### src/rtl/pipe_pkg.sv
// pipe_pkg: shared constants for the MIPS inter-stage pipeline registers.
package pipe_pkg;
  localparam logic [31:0] PC_RESET_DEFAULT = 32'h0000_3000;
  localparam logic [31:0] INSTR_NOP = 32'h0;
  localparam logic [4:0] EXC_NONE = 5'd0;
  localparam logic [4:0] EXC_ADEL = 5'd4;
  localparam logic [4:0] EXC_ADES = 5'd5;
  localparam logic [4:0] EXC_SYS = 5'd8;
  localparam logic [4:0] EXC_BP = 5'd9;
  localparam logic [4:0] EXC_RI = 5'd10;
  localparam logic [4:0] EXC_OV = 5'd12;
endpackage

### src/rtl/sat_counter.sv
// sat_counter: event counter that sticks at all-ones instead of wrapping.
module sat_counter #(
  parameter int W = 16
) (
  input  logic         clk,
  input  logic         reset,
  input  logic         inc,
  output logic [W-1:0] count
);
  always_ff @(posedge clk)
    count <= reset ? '0 : (inc && count != '1) ? count + 1'b1 : count;
endmodule

### src/rtl/pipe_stage_reg.sv
// pipe_stage_reg: inter-stage pipeline register with hold, flush, PC-preserving
// bubble insertion, exception transport and saturating event counters.
module pipe_stage_reg
  import pipe_pkg::*;
#(
  parameter int          DATA_W   = 96,
  parameter logic [31:0] PC_RESET = PC_RESET_DEFAULT,
  parameter int          CNT_W    = 16
) (
  input  logic              clk,
  input  logic              reset,
  input  logic              en,
  input  logic              flush,
  input  logic              bubble,
  input  logic              in_valid,
  input  logic [31:0]       in_pc,
  input  logic [31:0]       in_instr,
  input  logic              in_bd,
  input  logic [4:0]        in_exc,
  input  logic [DATA_W-1:0] in_data,
  output logic              out_valid,
  output logic [31:0]       out_pc,
  output logic [31:0]       out_instr,
  output logic              out_bd,
  output logic [4:0]        out_exc,
  output logic [DATA_W-1:0] out_data,
  output logic [CNT_W-1:0]  stall_cnt,
  output logic [CNT_W-1:0]  bubble_cnt,
  output logic [CNT_W-1:0]  flush_cnt
);
  logic stall_inc, bubble_inc, flush_inc;
  // Each counter sees only the action that actually won the priority race.
  assign flush_inc  = !reset && flush;
  assign bubble_inc = !reset && !flush && bubble;
  assign stall_inc  = !reset && !flush && !bubble && !en;
  always_ff @(posedge clk) begin
    if (reset || flush) begin
      out_valid <= 1'b0;
      out_pc    <= PC_RESET;
      out_instr <= INSTR_NOP;
      out_bd    <= 1'b0;
      out_exc   <= EXC_NONE;
      out_data  <= '0;
    end else if (bubble) begin
      out_valid <= 1'b0;
      out_pc    <= in_pc;
      out_instr <= INSTR_NOP;
      out_bd    <= in_bd;
      out_exc   <= EXC_NONE;
      out_data  <= '0;
    end else if (en) begin
      out_valid <= in_valid;
      out_pc    <= in_pc;
      out_instr <= in_instr;
      out_bd    <= in_bd;
      out_exc   <= in_exc;
      out_data  <= in_data;
    end
  end
  sat_counter #(.W(CNT_W)) u_stall  (.clk(clk), .reset(reset), .inc(stall_inc),  .count(stall_cnt));
  sat_counter #(.W(CNT_W)) u_bubble (.clk(clk), .reset(reset), .inc(bubble_inc), .count(bubble_cnt));
  sat_counter #(.W(CNT_W)) u_flush  (.clk(clk), .reset(reset), .inc(flush_inc),  .count(flush_cnt));
endmodule

### config.mk
export PLATFORM = sky130hd
export DESIGN_NAME = pipe_stage_reg
export DESIGN_NICKNAME = d
export VERILOG_FILES = /design/src/rtl/pipe_pkg.sv /design/src/rtl/sat_counter.sv /design/src/rtl/pipe_stage_reg.sv
export SDC_FILE = /design/constraint.sdc
export NUM_CORES = 1
export LEC_CHECK = 0
export BUFFER_PORTS_ARGS = -buffer_cell sky130_fd_sc_hd__buf_2
export CAP_MARGIN = 20
export CELL_PAD_IN_SITES_DETAIL_PLACEMENT = 0
export CELL_PAD_IN_SITES_GLOBAL_PLACEMENT = 1
export CORE_MARGIN = 5
export CORE_UTILIZATION = 30
export DETAILED_ROUTE_END_ITERATION = 7
export GPL_TIMING_DRIVEN = 0
export PLACE_DENSITY = 0.8
export SKIP_CTS_REPAIR_TIMING = 1
export SYNTH_ARGS = -nofsm -noshare
export SYNTH_HDL_FRONTEND = slang
export SYNTH_SLANG_ARGS = --single-unit
### constraint.sdc
create_clock -name clk -period 1.8 [get_ports clk]
set_input_delay 0.09 -clock clk [delete_from_list [all_inputs] [get_ports clk]]
set_output_delay 0.09 -clock clk [all_outputs]
set_load 0.01 [all_outputs]
==> metrics <==
WHS 0.00545 ns; crit-path max cell delay 0.43 ns; syn_nets 1,046; CTS tree built; syn avg cell area 9.46 sq um; P_leak between 0.006 and 0.007 uW; synth warn 0; Top Ports about 390; Worst-Margin Slew 0.811 ns; Clock Pin Slew Worst Setup and Hold Paths 0.06 ns; Setup WS post-layout -0.0262 ns; status complete, but fails checks; Die H around 180 um; most frequent cells in the layout buf_2, dfxtp_1, dlygate4sd3_1; top post-synthesis cells by area dfxtp_1, mux2i_1, nor2_1; endpoints failing setup 1; Finished Layout Cells 1,818; final count of hold timing violations 0; drc violations 0; first-pass GRT wire length around 42 mm; CTS Buffer Depth 3; nets@finish around 1,600; Initial Util 0.305; H-tree Lvls 1; initial antenna violation count 0; Total Routing Usage GR 0.168; RSZ-0062 raised after global routing true; wire per inst 16.9 um; via count of the first global-routing pass 7,543; Die ar. 30,900 sq um; GRT overflow 0; Max Slew Vio Count 0; Synth area leader dfxtp_1; Die W approximately 180 um; Power Total 11,200 uW; row count 60; DR iter-0 viols 300; P_int 8570 uW; post-layout minimum cycle time around 1.8 ns; routed wire length around 30 mm; dpl ws -0.739 ns; dpl cells between 1,500 and 2,000; share of the synthesized area in the top cell type 0.522; top_reg_cell synth dfxtp_1; CP cell instances nand4_1 -> nor4_4 -> buf_4 -> nor3b_1 -> mux2_2; cts bufs inserted 25; root buf cell clkbuf_16; Clock Latency Late Sink 0.52 ns; headroom to the max-slew limit 0.459; post-synthesis register bit count ~220; Startpoint Class flip-flop; Slowest cell on crit path dfxtp_1; final instance area roughly 13,000 sq um; Critical Path Fanout Max 10; IO buf count ~390; Crit path arrival time roughly 2.2 ns; Comb power frac 0.104; DR pass1 iterations 5; switching share of power 0.232; most common cell after layout, fill and taps aside buf_2; Worst setup EP type flip-flop; crit path kind flip-flop to flip-flop; Final Wtd Congestion 0.828; final worst-path cycle share 1.01; EDFF count, synth 0; Fillers around 2,400; failing checks setup timing; switching power between 2000 and 3000 uW; max frequency between 500 and 600 MHz; Worst Reg2Reg Path Length in Cells 5; Core Area approximately 27,000 sq um; largest net degree at the start of global routing 13; min-delay worst type input pin to flip-flop; Worst Clk Skew 0.00631 ns; R2R Setup Slk -0.03 ns; HPWL after DPL ~21 mm; fraction of layout cells with a size suffix above 1 0.341; max_cap viols 0; Vias per Instance 4.75; post-synthesis sequential area ratio 0.522; VDD IR max ~700 uV; Async SR Flop Fraction 0; Cell variety after synth 38; PD cells around 830 nW/um^2; placed cell area between 10,000 and 15,000 sq um; sequential share of power 0.439; data required time of the worst path around 2.2 ns; Worst Hold Depth 3; ant diodes 0; clock share of power 0.457; Mapped Cells roughly 870; vias post-DR between 8,000 and 9,000; CTS sink cnt 215; synthesis-to-layout area growth 62.8%; synthesized area roughly 8200 sq um; Routed Antenna Nets 0
-- layout make-up --
type                            instances  area [sq um]  share of cell area
Buffer                                 53           228              0.0170
Clock buffer                           35           733              0.0547
Clock inverter                          7          91.3             0.00681
Inverter                                5          18.8             0.00140
Multi-Input combinational cell        595          3860               0.288
Sequential cell                       215          4350               0.324
Tap cell                              341           427              0.0318
Timing Repair Buffer                  567          3710               0.277
-- cell families after synthesis --
family / synth area share
AND/OR/NAND/NOR: 0.193
flip-flops: 0.522
multiplexers: 0.177
AO/OA/AOI/OAI: 0.0723
buffers and inverters: 0.0279
adder cells (fa/ha/maj): 0.00456
XOR/XNOR: 0.00213
-- cell usage after synthesis (all sizes together) (2+ instances only) --
cell type / n
or3: 14
nor2b: 9
mux2i: 137
nor3b: 3
o2111ai: 2
mux2: 8
dfxtp: 215
nor3: 5
a21oi: 60
nor2: 150
buf: 16
o21ai: 10
nand4: 17
clkbuf: 40
or4: 18
or3b: 2
inv: 5
xor2: 2
nand2: 86
or2: 5
and4: 4
ha: 3
nand3: 14
nor4: 10
o41ai: 3
and3: 4
o31ai: 19
o311ai: 4
-- through the flow --
stage / util / TNS (ns)
2_1_floorplan: - / -0.0639
3_3_place_gp: 0.393 / -74.11
3_5_place_dp: 0.393 / -78.40
4_1_cts: 0.424 / -13.48
5_1_grt: 0.496 / -0.493
6_report: 0.496 / -0.0262
-- worst max-delay path: cells and delay by family, from the launching register on --
kind | cells | cell delay (ns)
and+or+nand+nor | 3 | 0.76
buffers and inverters | 1 | 0.23
muxes | 1 | 0.29
DFF | 1 | 0.43
-- routing by layer --
metal	global-route usage	vias to the layer above	part of all wire
li1	-	4219	-
met1	0.215	3996	0.42
met2	0.277	349	0.48
met3	0.0538	73	0.075
met4	0.0429	0	0.028
met5	0	-	0
-- sequential cells by signal, indices dropped and copies added, names as in the netlist --
name            count
out_bd              1
out_data           96
out_exc             5
out_instr          32
out_pc             32
out_valid           1
u_bubble.count     16
u_flush.count      16
u_stall.count      16
-- power groups by stage --
stage | Combinational [uW] | Clock [uW] | Sequential, uW
floorplan | 394 | 0 | 5050
global placement | 843 | 0 | 5000
detailed placement | 852 | 0 | 5000
CTS | 855 | 5240 | 4900
global route | 1260 | 5430 | 4910
finish | 1160 | 5110 | 4900
-- final timing paths --
path	from	end
setup / recovery	u_bubble.count[9]	u_bubble.count[0]
hold / removal	bubble	u_bubble.count[2]
setup reg to reg	u_bubble.count[9]	u_bubble.count[0]
hold reg to reg	out_pc[18]	out_pc[18]
Power figures use the tool's default switching activity.
